$ cat src/rtl/mem_port_arbiter.sv
// Arbitrates one single-ported byte memory between instruction fetch and load/store.
// Define MEMARB_RR_EN for round-robin arbitration; the default is fixed priority with LS winning ties.
module mem_port_arbiter #(
  parameter int unsigned AW = 8,
  parameter int unsigned DW = 32
) (
  input  logic          clk,
  input  logic          rst,
  input  logic          if_req,
  input  logic [AW-1:0] if_addr,
  output logic          if_ack,
  output logic [DW-1:0] if_rdata,
  input  logic          ls_req,
  input  logic          ls_we,
  input  logic [AW-1:0] ls_addr,
  input  logic [DW-1:0] ls_wdata,
  input  logic [2:0]    ls_func3,
  output logic          ls_ack,
  output logic [DW-1:0] ls_rdata,
  output logic          mem_re,
  output logic          mem_we,
  output logic [AW-1:0] mem_addr,
  output logic [DW-1:0] mem_wdata,
  output logic [2:0]    mem_func3,
  input  logic [DW-1:0] mem_rdata
);

  typedef enum logic [1:0] {IDLE, ACCESS, RESP} state_t;

  state_t state;
  logic   owner_ls;
  logic   last_ls;
  logic   grant_ls;

  // Winner selection; only consulted in IDLE when at least one request is up.
  always_comb begin
    grant_ls = 1'b0;
`ifdef MEMARB_RR_EN
    grant_ls = ls_req & ~(if_req & last_ls);
`else
    grant_ls = ls_req;
`endif
  end

  // The mem_* registers double as the request latches: loaded at grant, cleared after ACCESS.
  always_ff @(posedge clk or posedge rst) begin
    if (rst) begin
      state     <= IDLE;
      owner_ls  <= 1'b0;
      last_ls   <= 1'b1;
      if_ack    <= 1'b0;
      ls_ack    <= 1'b0;
      if_rdata  <= '0;
      ls_rdata  <= '0;
      mem_re    <= 1'b0;
      mem_we    <= 1'b0;
      mem_addr  <= '0;
      mem_wdata <= '0;
      mem_func3 <= '0;
    end else begin
      case (state)
        IDLE: begin
          if (if_req || ls_req) begin
            state     <= ACCESS;
            owner_ls  <= grant_ls;
            last_ls   <= grant_ls;
            mem_re    <= grant_ls ? ~ls_we : 1'b1;
            mem_we    <= grant_ls & ls_we;
            mem_addr  <= grant_ls ? ls_addr : if_addr;
            mem_wdata <= grant_ls ? ls_wdata : '0;
            mem_func3 <= grant_ls ? ls_func3 : 3'b010;
          end
        end
        ACCESS: begin
          state <= RESP;
          if (!mem_we) begin
            if (owner_ls) ls_rdata <= mem_rdata;
            else          if_rdata <= mem_rdata;
          end
          if_ack    <= ~owner_ls;
          ls_ack    <= owner_ls;
          mem_re    <= 1'b0;
          mem_we    <= 1'b0;
          mem_addr  <= '0;
          mem_wdata <= '0;
          mem_func3 <= '0;
        end
        RESP: begin
          state  <= IDLE;
          if_ack <= 1'b0;
          ls_ack <= 1'b0;
        end
        default: state <= IDLE;
      endcase
    end
  end

endmodule
$ cat config.mk
export PLATFORM = sky130hd
export DESIGN_NAME = mem_port_arbiter
export DESIGN_NICKNAME = d
export VERILOG_FILES = /design/src/rtl/mem_port_arbiter.sv
export SDC_FILE = /design/constraint.sdc
export NUM_CORES = 1
export LEC_CHECK = 0
export ABC_AREA = 1
export BUFFER_PORTS_ARGS = -buffer_cell sky130_fd_sc_hd__buf_2
export CORE_AREA = 3 3 100 102
export DETAILED_ROUTE_END_ITERATION = 6
export DIE_AREA = 0 0 103 105
export MAX_ROUTING_LAYER = met4
export PLACE_DENSITY = 0.83
export SETUP_SLACK_MARGIN = 0.3
export SYNTH_ARGS = -nofsm -noshare
export SYNTH_HDL_FRONTEND = slang
export SYNTH_SLANG_ARGS = --single-unit
$ cat constraint.sdc
create_clock -name clk -period 5.85 [get_ports clk]
set_clock_uncertainty 0.15 [all_clocks]
set_input_delay 0.585 -clock clk [delete_from_list [all_inputs] [get_ports clk]]
set_output_delay 0.585 -clock clk [all_outputs]
set_load 0.05 [all_outputs]
# [Yosys cells after proc, flatten, opt, wreduce, memory -nomap -nowiden]
# Cells that the tools add are included.
[totals] register_bits=114 inputBits=88 output_inout_bits=111 wordCells=44
[op_classes] eq_ne=3 mux=18 n_bitwise=4 reduce_logical=8
[op_table] cell="2-to-1 mux 32 bit" count=2
[op_table] cell="case mux 32 bit (2 select lines)" count=1
[op_table] cell="2-to-1 mux 8 bit" count=2
[op_table] cell="case mux 8 bit (2 select lines)" count=1
[op_table] cell="case mux 1 bit (2 select lines)" count=4
[op_table] cell="2-to-1 mux 3 bit" count=2
[op_table] cell="case mux 3 bit (2 select lines)" count=1
[op_table] cell="AND reduction 3 bit" count=2
[op_table] cell="case mux 2 bit (2 select lines)" count=1
[op_table] cell="AND reduction 2 bit" count=2
[op_table] cell="nonzero test 2 bit" count=2
[op_table] cell="2-to-1 mux 1 bit" count=3
[op_table] cell="inverter 1 bit" count=3
[op_table] cell="== test 2 x 1 -> 1 bit (second input constant)" count=1
[op_table] cell="== test 2 bit (second input constant)" count=1
[op_table] cell="logical NOT 2 bit" count=1
[op_table] cell="2-to-1 mux 2 bit" count=1
[op_table] cell="!= test 2 bit (second input constant)" count=1
[op_table] cell="bitwise AND 1 bit" count=1
[op_table] cell="logical OR 1 bit" count=1

# [Logic depth before layout (Yosys ltp)]
# Gate-level depths: netlist of the first run.
[logic_depth] word_depth=4 ltp_mapped=8 ltp_nobuf=7

# [Least setup slack after synthesis of the first run]
# OpenSTA, ideal clock, no wires.
[synth_path] path_kind="register to register" from="reg state[1]" to="reg mem_we" setup_time_ns=0.118 t_arrival_ns=1.279 required_ns=5.582 setup_slack_ns=4.303 path_stages_with_launch=9 path_buffers=1 period_less_slack_ns=1.547 cell_sequence="dfrtp_1 > inv_1 > ha_1 > inv_2 > nand2_4 > nand2_4 > buf_6 > nand2_1 > nand2_1"
[synth_between] elab_chain_len=3 elab_cells_between_ends=6 classes_between="eq/ne: 2; mux: 1; reduce/logical: 3"
[synth_rtl] element="start, declared" line="30" rtl="state_t state;"
[synth_rtl] element="start signal, assigned" line="48" rtl="state <= IDLE;"
[synth_rtl] element="start signal, assigned" line="64" rtl="state <= ACCESS;"
[synth_rtl] element="start signal, assigned" line="75" rtl="state <= RESP;"
[synth_rtl] element="== test 2 x 1 -> 1 bit / logical NOT 2 bit (equally long branches)" line="61" rtl="case (state)"
[synth_rtl] element="nonzero test 2 bit (no line) / != test 2 bit (equally long branches)"
[synth_rtl] element="AND reduction 2 bit (no line)"
[synth_rtl] element="end signal, assigned" line="68" rtl="mem_we <= grant_ls & ls_we;"
[synth_rtl] element="end, declared" line="21" rtl="output logic mem_we,"
# Several ways; a longest one is shown, not always the timed one.
# A chain may end at the register's enable or synchronous reset.

# [Worst setup path after layout of the first run]
[layout_path] from="reg state[1]" to="reg if_rdata[23]"
[layout_between] elab_chain_len=2
[layout_rtl] element="== test 2 x 1 -> 1 bit" line="61"
[layout_rtl] element="AND reduction 3 bit (no line)"
[layout_rtl] element="end signal, assigned" line="78" rtl="else if_rdata <= mem_rdata;"
[layout_rtl] element="end, declared" line="12" rtl="output logic [DW-1:0] if_rdata,"
# Every way passes these cells.

==> metrics.csv, run 1 <==
stage,metric,value,unit
critical_path,r2r startpoint,state[1]$_DFFE_PP0P_,
cts,clk buf depth,2,
yosys,sequential share of the synthesized area,61.6,%
critical_path,FF-to-FF setup slack,3.32,ns
critical_path,"critical path, cell by cell",inv_1 > ha_1 > nand3_2 > o21ai_0,
timing,fmax,0.396,GHz
die,Core Area,9200,um2
critical_path,worst reg2reg path depth,4,
yosys,post-synthesis cell type count,17,
die,die width,103,um
yosys,post-synth top area cell,dfrtp_1,
min_path,hold path depth,3,
cts,CTS tree,built,
critical_path,crit start category,flop,
grt,global-route wire length before repair,18800,um
cts,Resized cells post-CTS,0,
yosys,post-synthesis cell count,502,
timing,setup TNS,0,ns
cts,H-tree Lvls,4,
min_path,Worst Hold Class,input port to flop,
placement,placed cell count,784,
critical_path,WP data arrival,2.74,ns
timing,Slew HR,7.16,%
route,"antenna viol nets, final",0,
cts,"Clk Latency, worst-skew pair",0.49,ns
grt,total grt overflow,0,
outcome,status,"complete, no violations",
yosys,post-synth top area share,61.6,%
grt,global-route usage over all layers,22.4,%
yosys,Mapped Area,4630,um2
yosys,"top cells by area, synth","dfrtp_1, nand2_1, o21ai_0, nand4_1, inv_1",
cts,total CTS buffers,17,
yosys,Seq cells post-synth,114,
placement,Placement Cell Area,5610,um2
route,vias per std cell,5.10,
timing,final setup fails,0,
grt,largest net degree at the start of global routing,73,
die,row count,35,
cells_and_area,NumNets Final,786,
timing,final-report max-slew violation count,0,
grt,vias in the first global route,4098,
cells_and_area,fin cells,816,
cells_and_area,"Design Area, Final",6210,um2
timing,slew of the pin with the lowest slew margin,1.39,ns
min_path,worst hold endpoint,mem_wdata[7]$_DFFE_PP0P_,
placement,RePlAce Congestion,0.814,
yosys,synthesized net count,595,
critical_path,CP max stage delay,0.85,ns
critical_path,CP Max Fanout,64,
critical_path,"delay-heaviest family, CP",simple AND/OR/NAND/NOR gates,
route,via count,4163,
critical_path,Reg2Reg Capture Point,if_rdata[23]$_DFFE_PP0P_,
cells_and_area,layout cells sized above 1,33.8,%
route,iteration count of the initial detailed-routing pass,4,
critical_path,Critical Path RT,6.06,ns
timing,Final Critical Period,2.53,ns
placement,Post-DP HPWL,8010,um
die,Ports,199,
cts,"Reg clk slew, reported paths",0.06,ns
cts,clk root buf,clkbuf_8,
timing,RSZ-0062 raised after global routing,false,
die,Initial Util,50.3,%
route,final wirelength,11900,um
timing,"Hold Vio Cnt, Final",0,
route,WL/cell,14.5,um
run,Max Cap Viol,0,
critical_path,CP startpoint,state[1]$_DFFE_PP0P_,
yosys,Ys Warns,0,
die,Die Y,105,um
yosys,syn_area_per_cell,9.22,um2
min_path,Worst Hold Launch,ls_wdata[7],
critical_path,slowest CP cell,nand3_2,
critical_path,critical path type,flop to flop,
critical_path,Worst Path Buf+Inv,1,
grt,initial antenna violation count,0,
cells_and_area,Diodes inserted,0,
route,Residual DRC,0,
placement,PortBufs,198,
cts,CTS sink count,114,
cells_and_area,Area Overhead vs Synth,34.2,%
die,die area,10800,um2
critical_path,CP endpoint kind,flop,
route,DR iter-0 viols,138,
timing,final critical-path share of the clock period,43.2,%
[synth_stat cells, drive strengths merged]
cell type and n:
nor2 21, nand3 2, inv 43, o21ai 76, o22ai 2, nand2 175, ha 5, dfrtp 114
clkbuf 9, a21oi 1, nand4 34, buf 20
[what timing repair did]
action / in CTS / in global routing
setup buffers: 0 / 0
endpoints found under the hold margin: 42 / 0
hold buffers: 1 / 0
[sequential cells by signal, summed over array words and instances, names as in the netlist]
register   flops
ls_ack         1
mem_re         1
mem_func3      3
if_rdata      32
state          2
mem_wdata     32
ls_rdata      32
mem_we         1
mem_addr       8
if_ack         1
owner_ls       1
[metal layers]
layer / up-vias / share of wire, % / GRT usage (%)
li1: 1994 / - / -
met1: 1970 / 42 / 27.6
met2: 186 / 48 / 34.4
met3: 13 / 9.4 / 8.21
met4: 0 / 1.2 / 7.03
met5: - / 0 / -
[worst register-to-register path, stage by stage, from the launching register on]
cell and delay (ns):
dfrtp_1 0.38, inv_1 0.14, ha_1 0.32, nand3_2 0.85
o21ai_0 0.55
[layout by cell type (no fill, tap or decap)]
cell | synthesis | routed
bufinv_16 | 0 | 3
dfrtp_1 | 114 | 114
nand4_1 | 34 | 34
o22ai_1 | 2 | 2
nand2_4 | 2 | 2
inv_6 | 0 | 4
a21oi_1 | 1 | 1
buf_4 | 4 | 2
clkbuf_16 | 0 | 16
nand2_1 | 173 | 173
clkinv_4 | 0 | 5
nor2_2 | 1 | 1
inv_2 | 1 | 1
inv_4 | 0 | 1
nor2_1 | 20 | 20
nand3_2 | 2 | 2
dlygate4sd3_1 | 0 | 1
inv_1 | 42 | 41
o21ai_0 | 76 | 76
ha_1 | 5 | 5
clkinv_2 | 0 | 1
clkbuf_8 | 0 | 1
buf_2 | 12 | 198
clkinvlp_4 | 0 | 1
[stage by stage]
stage | setup WS, ns | util (%) | hold WS, ns
2_1_floorplan | 2.10 | - | 0.350
3_3_place_gp | 3.40 | 61.0 | 0.308
3_5_place_dp | 3.24 | 61.0 | 0.310
4_1_cts | 3.30 | 67.6 | 0.165
5_1_grt | 2.99 | 67.6 | 0.167
6_report | 3.32 | 67.6 | 0.190
[logic make-up after synthesis]
group                      Yosys count  synth area share (%)
adders and majority gates            5                  1.35
buffers and inverters               72                  7.13
AOI/OAI and AO/OA                   79                  8.59
DFF                                114                  61.6
and+or+nand+nor                    232                  21.3
[area by class of cell]
type | instances | area [um2]
clock buffer | 17 | 414
clock inverter | 14 | 181
fill | 735 | 2980
inverter | 43 | 164
multi-input combinational | 316 | 1450
sequential | 114 | 2850
tap | 111 | 139
timing repair buffer | 201 | 1020
[worst max-delay path by stage]
stage                                     endpoint  slack, ns  depth (start not counted)
after floorplan                 if_ack$_DFFE_PP0P_       2.10                          1
after global placement    mem_func3[2]$_DFFE_PP0P_       3.40                          5
after detailed placement  mem_wdata[6]$_DFFE_PP0P_       3.24                          5
after CTS                 if_rdata[30]$_DFFE_PP0P_       3.30                          4
after global routing      if_rdata[23]$_DFFE_PP0P_       2.99                          4
final                     if_rdata[23]$_DFFE_PP0P_       3.32                          4
Power of run 1 is not shown: default switching activity piles up to over one toggle a cycle in this logic, so the estimate is an artifact.
==> run 2: changes to the inputs <==
--- a/config.mk
+++ b/config.mk
@@ -5,13 +5,13 @@
 export SDC_FILE = /design/constraint.sdc
 export NUM_CORES = 1
 export LEC_CHECK = 0
-export ABC_AREA = 1
+export ABC_AREA = 0
 export BUFFER_PORTS_ARGS = -buffer_cell sky130_fd_sc_hd__buf_2
-export CORE_AREA = 3 3 100 102
+export CORE_AREA = 3 3 104 106
 export DETAILED_ROUTE_END_ITERATION = 6
-export DIE_AREA = 0 0 103 105
+export DIE_AREA = 0 0 107 109
 export MAX_ROUTING_LAYER = met4
-export PLACE_DENSITY = 0.83
+export PLACE_DENSITY = 0.78
 export SETUP_SLACK_MARGIN = 0.3
 export SYNTH_ARGS = -nofsm -noshare
 export SYNTH_HDL_FRONTEND = slang
==> constraint.sdc (replaced) <==
create_clock -name clk -period 2.5 [get_ports clk]
set_clock_uncertainty 0.15 [all_clocks]
set_input_delay 0.25 -clock clk [delete_from_list [all_inputs] [get_ports clk]]
set_output_delay 0.25 -clock clk [all_outputs]
set_load 0.05 [all_outputs]
==> metrics.csv, run 2 <==
stage,metric,value,unit
outcome,status,"complete, no violations",
placement,Post-DP HPWL,7950,um
cells_and_area,"Design Area, Final",7350,um2
cts,clk buf depth,2,
cells_and_area,Area Overhead vs Synth,55.4,%
die,Die Y,109,um
cts,"Reg clk slew, reported paths",0.06,ns
timing,Final Critical Period,2.05,ns
cts,"Clk Latency, worst-skew pair",0.50,ns
yosys,sequential share of the synthesized area,60.3,%
pwr,Power per Cell Area,1580,nW/um2
grt,initial antenna violation count,0,
route,"antenna viol nets, final",0,
cells_and_area,most frequent cells in the layout,"buf_2, dfrtp_1, dlygate4sd3_1",
die,die area,11700,um2
cts,H-tree Lvls,4,
cts,CTS tree,built,
grt,largest net degree at the start of global routing,90,
die,Initial Util,47.9,%
grt,vias in the first global route,4082,
route,final wirelength,13000,um
placement,placed cell count,678,
critical_path,CP Max Fanout,45,
cts,CTS sink count,114,
cts,clk root buf,clkbuf_8,
timing,setup TNS,0,ns
route,WL/cell,16.4,um
route,via count,4077,
critical_path,critical path type,flop to flop,
cts,postcts setup bufs,0,
yosys,post-synthesis cell count,365,
yosys,Mapped Area,4730,um2
run,Max Cap Viol,0,
die,die width,107,um
timing,final critical-path share of the clock period,82.0,%
critical_path,crit start category,flop,
timing,"Hold Vio Cnt, Final",0,
critical_path,Critical Path RT,2.73,ns
placement,PortBufs,198,
pwr,Power Total,0.0116,W
min_path,Worst Hold Class,input port to flop,
route,iteration count of the initial detailed-routing pass,5,
yosys,synthesized net count,458,
route,DR iter-0 viols,309,
yosys,"Primary FF master, synth",dfrtp_1,
route,vias per std cell,5.12,
timing,RSZ-0062 raised after global routing,false,
placement,dpl ws,0.435,ns
grt,global-route usage over all layers,22.7,%
timing,slew of the pin with the lowest slew margin,0.606,ns
grt,global-route wire length before repair,20100,um
die,Ports,199,
timing,final setup fails,0,
pwr,static leakage power,3.53,nW
pwr,Worst VDD drop,0.000960,V
cts,total CTS buffers,17,
yosys,syn_area_per_cell,13.0,um2
timing,final-report max-slew violation count,0,
cells_and_area,largest registers,"if_rdata (32), ls_rdata (32), mem_wdata (32)",
yosys,"top cells by area, synth","dfrtp_1, mux2_2, o31ai_1, o21ai_0, nand2_1",
critical_path,CP endpoint kind,flop,
placement,RePlAce Congestion,0.769,
grt,total grt overflow,0,
yosys,"EDFF count, synth",0,
timing,Slew HR,59.5,%
timing,final worst slack,0.451,ns
route,Residual DRC,0,
die,row count,36,
yosys,post-synthesis cell type count,20,
yosys,Ys Warns,0,
cells_and_area,Diodes inserted,0,
yosys,asr flop ratio synth,100,%
cells_and_area,fin cells,796,
cells_and_area,"commonest non-fill, non-tap cell in the layout",buf_2,
yosys,post-synth top area share,60.3,%
timing,fmax,0.488,GHz
yosys,Seq cells post-synth,114,
cells_and_area,layout cells sized above 1,47.8,%
cells_and_area,NumNets Final,743,
yosys,post-synth top area cell,dfrtp_1,
critical_path,WP data arrival,2.28,ns
die,Core Area,9860,um2
yosys,most frequent cell after synthesis,dfrtp_1,
placement,Placement Cell Area,5870,um2
yosys,most frequent cells after synthesis,"dfrtp_1, mux2_2, o21ai_0, nand2_1, o31ai_1",
## run 2: cell count changes after synthesis, sizes merged, moves of 2 or more
cell | previous run | this run
nand3b | 0 | 2
nand2 | 175 | 36
nand3 | 2 | 0
o31ai | 0 | 35
mux2i | 0 | 8
mux2 | 0 | 69
nor3b | 0 | 2
o21ai | 76 | 44
o41ai | 0 | 8
inv | 43 | 5
nand4 | 34 | 0
o22ai | 2 | 0
nor2 | 21 | 3
## run 2: final timing paths
kind / startpoint / to / slack (ns) / cells past startpoint
setup reg to reg: state[1]$_DFFE_PP0P_ / mem_func3[1]$_DFFE_PP0P_ / 0.45 / 6
hold reg to reg: ls_rdata[15]$_DFFE_PP0P_ / ls_rdata[15]$_DFFE_PP0P_ / 0.35 / 1
min in group asynchronous: rst / mem_wdata[7]$_DFFE_PP0P_ / 0.23 / 3
setup / recovery: state[1]$_DFFE_PP0P_ / mem_func3[1]$_DFFE_PP0P_ / 0.45 / 6
max in group asynchronous: rst / mem_wdata[31]$_DFFE_PP0P_ / 1.24 / 4
hold / removal: ls_addr[5] / mem_addr[5]$_DFFE_PP0P_ / 0.04 / 3
## run 2: what timing repair did
action	in CTS	in global routing
resized for setup	0	1
endpoints found under the hold margin	135	0
hold buffers	85	0
endpoints found under the setup margin	0	2
## run 2: cells by family after synthesis
| family | after synthesis | share of synthesized area, % |
|---|---|---|
| AO/OA/AOI/OAI | 90 | 12.1 |
| adder cells (fa/ha/maj) | 5 | 1.32 |
| AND/OR/NAND/NOR | 44 | 4.29 |
| buffers and inverters | 35 | 3.86 |
| multiplexers | 77 | 18.1 |
| flip-flops | 114 | 60.3 |
## run 2: per-stage QoR
step | hold slack (ns) | utilization [%]
3_5_place_dp | 0.205 | 59.5
2_1_floorplan | 0.234 | -
4_1_cts | 0.00676 | 74.4
3_3_place_gp | 0.206 | 59.5
5_1_grt | 0.0620 | 74.5
6_report | 0.0357 | 74.5
## run 2: area by class of cell
cell class / instances / area [um2]
multi-input cells: 216 / 1710
flip-flops and latches: 114 / 2850
well taps: 133 / 166
repair buffers: 296 / 1990
clock buffers: 19 / 432
inverters: 5 / 22.5
fillers: 615 / 2510
clock inverters: 13 / 183
## run 2: worst max-delay path: stages (launching register included)
cell       delay [ns]
dfrtp_1          0.41
inv_1            0.13
ha_1             0.29
nor3b_4          0.30
clkbuf_16        0.28
nor2_1           0.09
mux2_2           0.28
## run 2: layer usage
metal | wire (um) | track usage, %
met1 | 5500 | 27.1
met2 | 6510 | 38.9
met3 | 913 | 5.21
met4 | 108 | 6.30
met5 | 0 | -
## run 2: where the power goes
part / internal (W) / switching [W]
logic: 0.00174 / 0.00428
clock network: 0.00164 / 0.000844
registers: 0.00268 / 0.000438
total: 0.00607 / 0.00556
(Power assumes the default switching activity.)
==> run 3: changes to the inputs <==
==> constraint.sdc (replaced) <==
create_clock -name clk -period 2.1 [get_ports clk]
set_clock_uncertainty 0.15 [all_clocks]
set_input_delay 0.21 -clock clk [delete_from_list [all_inputs] [get_ports clk]]
set_output_delay 0.21 -clock clk [all_outputs]
set_load 0.05 [all_outputs]
==> metrics.csv, run 3 (same netlist as run 2, synthesis figures left out) <==
stage,metric,value,unit
outcome,status,"complete, no violations",
critical_path,CP max stage delay,0.43,ns
run,Max Cap Viol,0,
cells_and_area,register area,2850,um2
cells_and_area,layout cells sized above 1,55.9,%
critical_path,WP data arrival,2.11,ns
placement,Post-DP HPWL,8110,um
grt,met2 Resource Use GR,46.2,%
placement,PortBufs,198,
pwr,Worst VDD drop,0.00114,V
critical_path,Worst Path Buf+Inv,3,
pwr,Power Total,0.0151,W
critical_path,"delay-heaviest family, CP",buffers and inverters,
cells_and_area,most frequent cells in the layout,"buf_2, dfrtp_1, dlygate4sd3_1",
timing,"Hold Vio Cnt, Final",0,
route,DR iter-0 viols,280,
cells_and_area,Area Overhead vs Synth,68.7,%
die,row count,36,
die,die area,11700,um2
die,Ports,199,
timing,Final Critical Period,1.89,ns
route,Residual DRC,0,
timing,final critical-path share of the clock period,90.2,%
grt,total grt overflow,0,
cts,CTS tree,built,
route,"antenna viol nets, final",0,
critical_path,"critical path, cell by cell",inv_2 > ha_4 > nor3b_4 > buf_6 > bufbuf_16 > o21ai_1 > o41ai_2,
cells_and_area,Util after Layout,80.9,%
timing,final-report max-slew violation count,0,
grt,vias in the first global route,4572,
grt,global-route usage over all layers,26.0,%
timing,hold slack final,0.114,ns
critical_path,crit start category,flop,
timing,setup TNS,0,ns
grt,largest net degree at the start of global routing,115,
die,Core Area,9860,um2
cts,CTS sink count,114,
route,via count,4418,
cts,H-tree Lvls,4,
grt,global-route wire length before repair,22700,um
cts,total CTS buffers,17,
cells_and_area,Fill cells,501,
critical_path,Critical Path RT,2.32,ns
cells_and_area,NumNets Final,756,
cts,clk buf depth,2,
route,final wirelength,16500,um
cells_and_area,area of the multi-input gates,2090,um2
cells_and_area,fin cells,809,
grt,initial antenna violation count,0,
cts,clk root buf,clkbuf_8,
die,Die Y,109,um
placement,placed cell count,680,
cells_and_area,largest registers,"if_rdata (32), ls_rdata (32), mem_wdata (32)",
timing,final setup fails,0,
min_path,Worst Hold Class,input port to flop,
timing,fmax,0.528,GHz
grt,global route hottest layer,met2,
critical_path,critical path type,flop to flop,
route,WL/cell,20.4,um
cts,"Reg clk slew, reported paths",0.06,ns
critical_path,CP Max Fanout,10,
timing,slew of the pin with the lowest slew margin,0.604,ns
pwr,static leakage power,3.76,nW
die,die width,107,um
die,Initial Util,47.9,%
placement,RePlAce Congestion,0.765,
critical_path,CP endpoint kind,flop,
timing,RSZ-0062 raised after global routing,true,
cells_and_area,Diodes inserted,0,
route,iteration count of the initial detailed-routing pass,5,
grt,GR met3 Demand/Resource,6.69,%
pwr,Power per Cell Area,1890,nW/um2
grt,met1 GRT Util,28.3,%
cells_and_area,"commonest non-fill, non-tap cell in the layout",buf_2,
route,vias per std cell,5.46,
timing,Slew HR,59.7,%
cts,"Clk Latency, worst-skew pair",0.50,ns
critical_path,slowest CP cell,dfrtp_2,
[run 3: cell count changes in the layout (fill, tap and decap cells not counted), moves of 5 or more]
cell	change
o21ai_4	+7
o21ai_1	+19
o21ai_0	-42
o41ai_1	-8
o31ai_2	+9
o21ai_2	+16
buf_12	+5
o41ai_4	+5
o31ai_1	-12
[run 3: per-layer routing]
metal  part of all wire [%]  up-vias  wire, um
met1                     37     2205      6130
li1                       -     1924         -
met2                     53      243      8760
met3                    7.4       46      1220
met4                    2.6        0       422
met5                      0        -         0
[run 3: repair_timing]
| action | CTS | global route |
|---|---|---|
| resized for setup | 9 | 122 |
| hold endpoints to repair | 224 | 0 |
| hold buffers | 86 | 0 |
| setup buffers | 2 | 4 |
| setup endpoints to repair | 97 | 111 |
| pin swaps | 0 | 10 |
| cloned | 3 | 2 |
[run 3: power breakdown]
part	internal (W)	total [W]	switching (W)	leakage, nW
combinational	0.00266	0.00842	0.00577	2.09
clock	0.00175	0.00279	0.00104	0.277
sequential	0.00320	0.00384	0.000647	1.40
[run 3: path summary, 6_finish.rpt]
| check | slack (ns) | from | to | cells after the start |
|---|---|---|---|---|
| worst max-delay path | 0.21 | state[0]$_DFFE_PP0P_ | mem_addr[1]$_DFFE_PP0P_ | 7 |
| worst min-delay path | 0.11 | ls_req | owner_ls$_DFFE_PP0P_ | 2 |
| worst max register to register | 0.21 | state[0]$_DFFE_PP0P_ | mem_addr[1]$_DFFE_PP0P_ | 7 |
| worst min register to register | 0.35 | if_rdata[22]$_DFFE_PP0P_ | if_rdata[22]$_DFFE_PP0P_ | 1 |
| max in group asynchronous | 1.05 | rst | mem_wdata[26]$_DFFE_PP0P_ | 4 |
| min in group asynchronous | 0.28 | rst | mem_wdata[1]$_DFFE_PP0P_ | 4 |
[run 3: final cells by class]
| type | instances | share of cell area [%] |
|---|---|---|
| inverters | 5 | 0.282 |
| clock buffers | 20 | 5.58 |
| well taps | 133 | 2.09 |
| repair buffers | 309 | 28.4 |
| flip-flops and latches | 114 | 35.8 |
| clock inverters | 12 | 1.66 |
| multi-input cells | 216 | 26.2 |
[run 3: per-stage QoR]
stage / worst slack [ns] / area, um2
detailed placement: 0.122 / 5900
global placement: 0.253 / 5900
global route: 0.182 / 7980
finish: 0.207 / 7980
floorplan: 0.340 / 4730
CTS: 0.292 / 7480
